==> config.mk <==
export PLATFORM = sky130hd
export DESIGN_NAME = dot_update_queue
export DESIGN_NICKNAME = d
export VERILOG_FILES = /design/src/rtl/dot_mmio_pkg.sv /design/src/rtl/dot_update_queue_sync_fifo.sv /design/src/rtl/dot_update_queue.sv
export SDC_FILE = /design/constraint.sdc
export NUM_CORES = 1
export LEC_CHECK = 0
export BUFFER_PORTS_ARGS = -buffer_cell sky130_fd_sc_hd__clkbuf_2
export CORE_MARGIN = 2
export CORE_UTILIZATION = 55
export CTS_BUF_LIST = sky130_fd_sc_hd__clkbuf_16
export DETAILED_ROUTE_END_ITERATION = 10
export PLACE_DENSITY = 0.69
export REMOVE_ABC_BUFFERS = 1
export SYNTH_ARGS = -nofsm -noshare
export SYNTH_HDL_FRONTEND = slang
export SYNTH_HIERARCHICAL = 1
export SYNTH_SLANG_ARGS = --single-unit
==> constraint.sdc <==
create_clock -name clock -period 12.1 [get_ports clock]
set_input_delay 0.605 -clock clock [delete_from_list [all_inputs] [get_ports clock]]
set_output_delay 0.605 -clock clock [all_outputs]
set_load 0.1 [all_outputs]
==> src/rtl/dot_mmio_pkg.sv <==
// Shared constants and entry type for the dot MMIO window.
// Used by the dot update queue and its FIFO.
package dot_mmio_pkg;

  localparam int unsigned X_BASE   = 10240;
  localparam int unsigned Y_BASE   = 12288;
  localparam int unsigned N_DOTS   = 2048;
  localparam int unsigned ID_W     = 11;
  localparam int unsigned LOC_W    = 32;
  localparam int unsigned DEPTH    = 16;
  localparam int unsigned RNG_ADDR = 9990;

  typedef struct packed {
    logic             is_y;
    logic [ID_W-1:0]  id;
    logic [LOC_W-1:0] loc;
  } dot_entry_t;

endpackage

==> src/rtl/dot_update_queue_sync_fifo.sv <==
// Synchronous FIFO with registered full/empty flags.
// The upd strobe rewrites the most recently written entry in place.
module sync_fifo
  import dot_mmio_pkg::*;
#(
  parameter int unsigned WIDTH = 8,
  parameter int unsigned DEPTH = 16,
  localparam int unsigned AW   = $clog2(DEPTH)
) (
  input  logic             clock,
  input  logic             reset,
  input  logic             push,
  input  logic             pop,
  input  logic             upd,
  input  logic [WIDTH-1:0] wdata,
  output logic [WIDTH-1:0] rdata,
  output logic             full,
  output logic             empty,
  output logic [AW:0]      count
);

  logic [WIDTH-1:0] mem [DEPTH];
  logic [AW-1:0]    wptr;
  logic [AW-1:0]    rptr;
  logic [AW-1:0]    tail;
  logic [AW:0]      count_nx;

  assign rdata = mem[rptr];
  assign tail  = wptr - AW'(1);

  // Next occupancy from the push/pop pair.
  always_comb begin
    count_nx = count;
    unique case ({push, pop})
      2'b10:   count_nx = count + (AW+1)'(1);
      2'b01:   count_nx = count - (AW+1)'(1);
      default: count_nx = count;
    endcase
  end

  // Storage array: append at the tail or rewrite the last entry.
  always_ff @(posedge clock) begin
    if (push) begin
      mem[wptr] <= wdata;
    end else if (upd) begin
      mem[tail] <= wdata;
    end
  end

  // Pointers, occupancy and registered flags.
  always_ff @(posedge clock or negedge reset) begin
    if (!reset) begin
      wptr  <= '0;
      rptr  <= '0;
      count <= '0;
      full  <= 1'b0;
      empty <= 1'b1;
    end else begin
      if (push) wptr <= wptr + AW'(1);
      if (pop)  rptr <= rptr + AW'(1);
      count <= count_nx;
      full  <= (count_nx == (AW+1)'(DEPTH));
      empty <= (count_nx == '0);
    end
  end

endmodule

==> src/rtl/dot_update_queue.sv <==
// Buffers dot MMIO stores and drains them during vertical blanking.
// Optional store coalescing: DOT_QUEUE_COALESCE_EN.
module dot_update_queue
  import dot_mmio_pkg::*;
#(
  parameter int unsigned DEPTH  = 16,
  parameter int unsigned X_BASE = 10240,
  parameter int unsigned Y_BASE = 12288,
  parameter int unsigned N_DOTS = 2048,
  parameter int unsigned ID_W   = 11,
  parameter int unsigned LOC_W  = 32,
  localparam int unsigned AW    = $clog2(DEPTH),
  localparam int unsigned EW    = 1 + ID_W + LOC_W
) (
  input  logic             clock,
  input  logic             reset,
  input  logic             wren,
  input  logic [31:0]      address_dmem,
  input  logic [31:0]      data,
  input  logic             vblank,
  output logic             dotWren,
  output logic             is_Yloc,
  output logic [ID_W-1:0]  dotID,
  output logic [LOC_W-1:0] dotLoc,
  output logic             q_full,
  output logic             q_empty,
  output logic             overflow,
  output logic [15:0]      drop_count
);

  typedef struct packed {
    logic             is_y;
    logic [ID_W-1:0]  id;
    logic [LOC_W-1:0] loc;
  } entry_t;

  logic             hit_x;
  logic             hit_y;
  logic             in_range;
  logic [31:0]      base;
  logic [31:0]      off;
  logic [ID_W-1:0]  id;
  logic             valid;
  logic             drop_rng;
  logic             drop_full;
  logic             pop;
  logic             push;
  logic             coal;
  entry_t           went;
  entry_t           head;
  logic [AW:0]      count;

  // Window decode of the store address.
  always_comb begin
    hit_x    = (address_dmem >= 32'(X_BASE))
             && (address_dmem < 32'(Y_BASE));
    hit_y    = (address_dmem >= 32'(Y_BASE));
    base     = hit_y ? 32'(Y_BASE) : 32'(X_BASE);
    off      = address_dmem - base;
    in_range = (off < 32'(N_DOTS));
    id       = off[ID_W-1:0];
  end

  assign valid    = wren & (hit_x | hit_y) & in_range;
  assign drop_rng = wren & (hit_x | hit_y) & ~in_range;
  assign pop      = vblank & ~q_empty;

  assign went.is_y = hit_y;
  assign went.id   = id;
  assign went.loc  = LOC_W'(data);

`ifdef DOT_QUEUE_COALESCE_EN
  logic [ID_W:0] last_key;

  assign coal = valid & ~q_empty
              & (last_key == {hit_y, id})
              & ~(pop & (count == (AW+1)'(1)));

  // Key of the newest entry, which is always the FIFO tail.
  always_ff @(posedge clock or negedge reset) begin
    if (!reset) begin
      last_key <= '0;
    end else if (push) begin
      last_key <= {hit_y, id};
    end
  end
`else
  logic unused;
  assign unused = ^count;
  assign coal   = 1'b0;
`endif

  assign push      = valid & ~coal & (~q_full | pop);
  assign drop_full = valid & ~coal & ~push;

  sync_fifo #(
    .WIDTH (EW),
    .DEPTH (DEPTH)
  ) u_fifo (
    .clock (clock),
    .reset (reset),
    .push  (push),
    .pop   (pop),
    .upd   (coal),
    .wdata (went),
    .rdata (head),
    .full  (q_full),
    .empty (q_empty),
    .count (count)
  );

  // Registered write port toward the VGA dot tables.
  always_ff @(posedge clock or negedge reset) begin
    if (!reset) begin
      dotWren <= 1'b0;
      is_Yloc <= 1'b0;
      dotID   <= '0;
      dotLoc  <= '0;
    end else begin
      dotWren <= pop;
      if (pop) begin
        is_Yloc <= head.is_y;
        dotID   <= head.id;
        dotLoc  <= head.loc;
      end
    end
  end

  // Sticky overflow and saturating drop counter.
  always_ff @(posedge clock or negedge reset) begin
    if (!reset) begin
      overflow   <= 1'b0;
      drop_count <= '0;
    end else begin
      if (drop_full) overflow <= 1'b1;
      if ((drop_full | drop_rng) && (drop_count != 16'hFFFF)) begin
        drop_count <= drop_count + 16'd1;
      end
    end
  end

endmodule

==> metrics, run 1 <==
status complete, no violations; final hold violations 0; Max clock buf depth 3; Syn Area/Cell 22.8 sq um; Synth Cell Area 30400 sq um; skew final 0.0189 ns; post-synth top area cell edfxtp_1; Leak between 10 and 15 nW; Period minus WS final roughly 6.5 ns; Syn Inst Count 1336; cell row count between 80 and 90; switch share 32.1%; accumulated negative setup slack 0 ns; GPL Wtd Cong 0.798; kind of critical path primary input to flop; dominant cells by area after synthesis edfxtp_1, mux4_2, dfrtp_1; number of global-route vias before repair approximately 15000; FF+latch count, synth 781; hpwl dp 33300 microns; Skew-Pair Late Insertion Delay 0.61 ns; Root Driver clkbuf_16; share of the synthesized area in the top cell type 69.5%; DRC 0; YS warnings 6; TritonCTS buffer count 78; Die ar. 57200 sq um; Core Footprint 54900 sq um; Async SR Flop Fraction 9.86%; DR iter-0 viols 1313; Post-layout nets 1588; crit end category flop; clock slew at reported path FFs approximately 0.060 ns; Combinational Power Share between 30 and 40%; Clock power frac 28.9%; Num Clock Sinks 781; Power Density between 200 and 250 nW/um^2; total number of vias 14200; Initial Util between 50% and 60%; Main synth FF type edfxtp_1; antenna violations before repair 1; # setup viols final 0; Synth-to-Final Area Change 12.9%; n_diodes 0; Slew Viols, Final 0; pre-CTS setup slack around 5 ns; Final WS setup 5.60 ns; Max Cap Viol 0; number of enable flip-flop cells after synthesis 704; Critical Path Start Type primary input; first-pass GRT wire length 93500 microns; Net Sw Power between 2 and 3 mW; hold slack final 0.406 ns; unrepaired setup endpoints after global routing false; port bufs 131; DP Area 31900 sq um; Pint between 5 and 6 mW; post-synthesis cell type count 68; Via density 6.24; Tightest Hold Check Type primary input to flop; layout cell share with drive strength beyond 1 35.5%; number of H-tree levels 3; CTS tree yes; gr usage total 22.4%; Commonest cells post-synth edfxtp_1, mux4_2, dfrtp_1; final core occ 62.6%; Post-CTS Setup Inserts 0; crit path max fanout 25; register share of total power roughly two fifths; slew margin rel. between 20 and 30%; top-count cell post-synth edfxtp_1; Critical Path RT about 12 ns; chip height 239 microns; crit path DAT 6.74 ns; VDD IR max 0.260 mV; DRT Pass-1 Iters 5; Post-DRT Antenna Nets 0; fin crit share between 50% and 60%; grt ovf 0; final WL 61100 microns; chip width 239 microns; finished layout cell area 34300 sq um; sequential share of the synthesized area between 70% and 80%; achievable frequency 154 MHz; Avg WL per Cell 26.9 microns; io pins 132; largest net degree at the start of global routing 166; worst-margin pin slew 1.09 ns
[through the flow]
| stage | power [mW] | cells |
|---|---|---|
| floorplan | 5.38 | 1275 |
| global placement | 5.63 | 2135 |
| detailed placement | 5.66 | 2135 |
| CTS | 7.92 | 2275 |
| global route | 8.14 | 2275 |
| finish | 7.84 | 2275 |
[final timing paths]
path                            slack, ns                  startpoint                           to  depth (start not counted)
max in group asynchronous           10.43                       reset   u_fifo/rptr[2]$_DFFE_PN0P_                          3
worst max-delay path                 5.60            address_dmem[26]  u_fifo/mem[2][19]$_DFFE_PP_                         17
worst min register to register       0.50  drop_count[10]$_DFFE_PN0P_   drop_count[10]$_DFFE_PN0P_                          1
worst max register to register       7.56  u_fifo/rptr[0]$_DFFE_PN0P_       dotLoc[28]$_DFFE_PN0P_                          5
worst min-delay path                 0.41                     data[4]   u_fifo/mem[8][4]$_DFFE_PP_                          1
min in group asynchronous            0.48                       reset        dotLoc[9]$_DFFE_PN0P_                          2
[power groups by stage]
| stage | Sequential, mW | Combinational, mW | Clock, mW |
|---|---|---|---|
| 2_1_floorplan | 4.08 | 1.30 | 0 |
| 3_3_place_gp | 3.25 | 2.38 | 0 |
| 3_5_place_dp | 3.26 | 2.40 | 0 |
| 4_1_cts | 3.20 | 2.41 | 2.31 |
| 5_1_grt | 3.22 | 2.50 | 2.42 |
| 6_report | 3.20 | 2.37 | 2.26 |
[state kept, by name (all words and copies together) (netlist names), 4 cells and up]
name	cells
u_fifo/mem	704
dotID	11
u_fifo/rptr	4
u_fifo/wptr	4
dotLoc	32
drop_count	16
u_fifo/count	5
[what timing repair did]
action	CTS	global route
gates resized for setup	0	0
hold buffers	1	0
endpoints found under the hold margin	22	0
[area by class of cell]
class	count	area [sq um]
Sequential cell	781	23100
Clock buffer	81	2030
Clock inverter	58	368
Fill cell	3662	20500
Multi-Input combinational cell	487	7100
Timing Repair Buffer	157	868
Inverter	7	26.3
Tap cell	704	881
[worst max-delay path, stage by stage]
cell and delay [ns]:
clkbuf_2 0.11, or4_4 0.57, nor3_1 0.35, nand3_1 0.59
or2_2 0.51, ha_1 0.24, a211oi_1 0.48, and2_1 0.27
o2111ai_1 0.15, and3_2 0.23, or3_1 0.37, nor3_1 0.15
buf_4 0.22, inv_1 0.13, o31a_1 0.47, nor2_4 0.67
buf_4 0.59
[cells in the final DEF, fill, tap and decap left out, types with 15 or more instances in the layout]
cell type / n
edfxtp_1: 704
mux4_2: 218
clkbuf_2: 130
clkbuf_16: 81
dfrtp_1: 72
mux2_2: 46
inv_1: 31
buf_4: 25
xnor2_1: 23
nor3_1: 17
nor2_4: 16
nand2_1: 15
nand3_1: 15
clkinv_1: 15
[cells by family (layout without fill, tap and decap cells)]
| family | after synthesis | count (layout) | share of synthesized area (%) |
|---|---|---|---|
| adder cells (fa/ha/maj) | 9 | 9 | 0.362 |
| AO/OA/AOI/OAI | 41 | 41 | 1.03 |
| buffers and inverters | 71 | 303 | 1.34 |
| AND/OR/NAND/NOR | 136 | 136 | 2.54 |
| XOR/XNOR | 29 | 29 | 0.835 |
| other | 1 | 4 | 0.0123 |
| flip-flops | 781 | 781 | 75.8 |
| multiplexers | 268 | 268 | 18.1 |
[metal layers]
layer	vias to the layer above	global-route usage [%]	share of wire (%)
met2	481	35.3	49
met3	80	4.11	6.5
met4	2	6.04	1.8
li1	5992	-	-
met1	7638	32.8	43
met5	-	0	0.021
Note: power is estimated with default switching activity, not from simulation.
==> run 2: changes to the inputs <==
==> constraint.sdc (replaced) <==
create_clock -name clock -period 6.2 [get_ports clock]
set_input_delay 0.31 -clock clock [delete_from_list [all_inputs] [get_ports clock]]
set_output_delay 0.31 -clock clock [all_outputs]
set_load 0.1 [all_outputs]
==> run 2 against run 1 <==
- register-to-register slack got worse by 4.6 ns
- utilization is 0.63 points higher
- cell count is 1.1% higher
- die area is the same
==> metrics, run 2 (synthesized netlist as in run 1, its figures left out) <==
kind of critical path primary input to flop; clock slew at reported path FFs 0.06 ns; DRC 0; Power Density 443 nW/um^2; Pint 10.4 mW; Bufs and invs on worst path 2; largest register by flop count u_fifo/mem; commonest non-fill, non-tap cell in the layout edfxtp_1; GPL Wtd Cong 0.767; switch share 32.1%; max FFs per register 704; slew margin rel. 23.9%; Slew Viols, Final 0; hpwl dp 33800 microns; finished layout cell area 34700 sq um; fin crit share 85.6%; cell row count between 80 and 90; Hold Crit Start address_dmem[2]; number of global-route vias before repair 14600; first-pass GRT wire length 93200 microns; Via density 6.12; Leak 11.5 nW; DP Area 32200 sq um; Largest regs u_fifo/mem x704, dotLoc x32, drop_count x16; Tightest Hold Check Type primary input to flop; Post-CTS Setup Inserts 0; CP cell instances clkbuf_2 -> or4_4 -> nor3_1 -> nand3_1 -> or2_2 -> ha_1 -> a211oi_1 -> and2_1 -> o2111ai_1 -> and3_2 -> or3_1 -> nor3_1 -> inv_1 -> ha_1 -> xor2_1 -> ha_1 -> o21ai_0 -> a221oi_1 -> o211ai_1 -> xnor2_1 -> nor3_1; Period minus WS final between 5 and 6 ns; CP top delay family simple AND/OR/NAND/NOR gates; final hold violations 0; io pins 132; slowest CP cell or4_4; Skew-Pair Late Insertion Delay 0.61 ns; unrepaired setup endpoints after global routing false; chip height 239 microns; Critical Path RT 6.72 ns; CTS tree yes; Root Driver clkbuf_16; DRT Pass-1 Iters 4; crit end category flop; Initial Util 55.5%; crit path from address_dmem[26]; register share of total power 41.4%; FF-to-FF Start u_fifo/rptr[0]$_DFFE_PN0P_; achievable frequency about 190 MHz; VDD IR max around 0.37 mV; final core occ 63.2%; port bufs between 100 and 150; Die ar. around 57000 sq um; largest net degree at the start of global routing 65; Core Footprint 54900 sq um; antenna violations before repair 2; skew final 0.0146 ns; most frequent cells in the layout edfxtp_1, mux4_2, clkbuf_2; total number of vias 14100; Synth-to-Final Area Change 14.0%; final WL 61500 microns; number of H-tree levels 3; chip width 239 microns; accumulated negative setup slack 0 ns; Critical Path Start Type primary input; Net Sw Power 4.94 mW; status complete, no violations; worst-margin pin slew 1.14 ns; crit path DAT between 5 and 6 ns; gr usage total between 20% and 30%; max incr delay on CP 0.57 ns; DR iter-0 viols 1223; fill count 3650; TritonCTS buffer count 80; Combinational Power Share 29.3%; # setup viols final 0; Max clock buf depth 3; Max Cap Viol 0; grt ovf 0; Clock power frac between 20% and 30%; Post-layout nets roughly 1600; crit path max fanout 9; Num Clock Sinks 781; layout cell share with drive strength beyond 1 35.8%; Post-DRT Antenna Nets 0; Avg WL per Cell 26.7 microns
run 2: area by class of cell:
type	count	area (sq um)	share of cell area, %
clock buffer	84	2100	6.06
timing repair buffer	170	1120	3.22
antenna	1	2.50	0.00721
sequential	781	23100	66.5
clock inverter	65	389	1.12
multi-input combinational	487	7100	20.5
tap	704	881	2.54
inverter	7	26.3	0.0757
run 2: stage by stage:
stage	hold WS [ns]	std cells	setup slack (ns)	power, mW
after CTS	0.0820	2298	0.904	15.6
after global placement	0.284	2148	0.582	11.0
after floorplan	0.0144	1275	-2.08	10.5
after global routing	0.118	2298	0.420	16.0
after detailed placement	0.290	2148	0.274	11.0
final	0.0989	2299	0.894	15.4
run 2: layer usage:
metal  share of wire [%]  track usage, %  wire length [microns]  vias up
met1                  43            31.9                  26200     7483
li1                    -               -                      -     6044
met2                  49            35.8                  30200      459
met4                 1.9            6.42                   1170        4
met3                 6.2            4.16                   3790       86
met5               0.037               0                     23        -
run 2: repair_timing:
item | CTS | global route
gates resized for setup | 0 | 0
hold endpoints to repair | 22 | 0
hold buffers | 1 | 0
run 2: power by group through the flow:
stage | Sequential (mW) | Clock [mW] | Combinational [mW]
floorplan | 7.96 | 0 | 2.50
finish | 6.36 | 4.52 | 4.50
CTS | 6.38 | 4.60 | 4.57
global route | 6.42 | 4.81 | 4.73
detailed placement | 6.49 | 0 | 4.55
global placement | 6.47 | 0 | 4.51
run 2: worst reg2reg max path, cell delays in order, from the launching register on:
cell	delay [ns]
dfrtp_4	1.02
buf_4	0.71
mux4_2	0.64
mux4_2	0.51
mux2_2	0.28
run 2: worst paths after layout:
check / end / slack (ns) / depth (start not counted)
max: u_fifo/empty$_DFF_PN1_ / 0.89 / 21
min: u_fifo/mem[6][34]$_DFFE_PP_ / 0.1 / 1
max reg2reg: dotLoc[8]$_DFFE_PN0P_ / 2.93 / 4
min reg2reg: u_fifo/count[4]$_DFF_PN0_ / 0.50 / 1
max in group asynchronous: u_fifo/rptr[1]$_DFFE_PN0P_ / 4.74 / 3
min in group asynchronous: dotLoc[14]$_DFFE_PN0P_ / 0.20 / 2
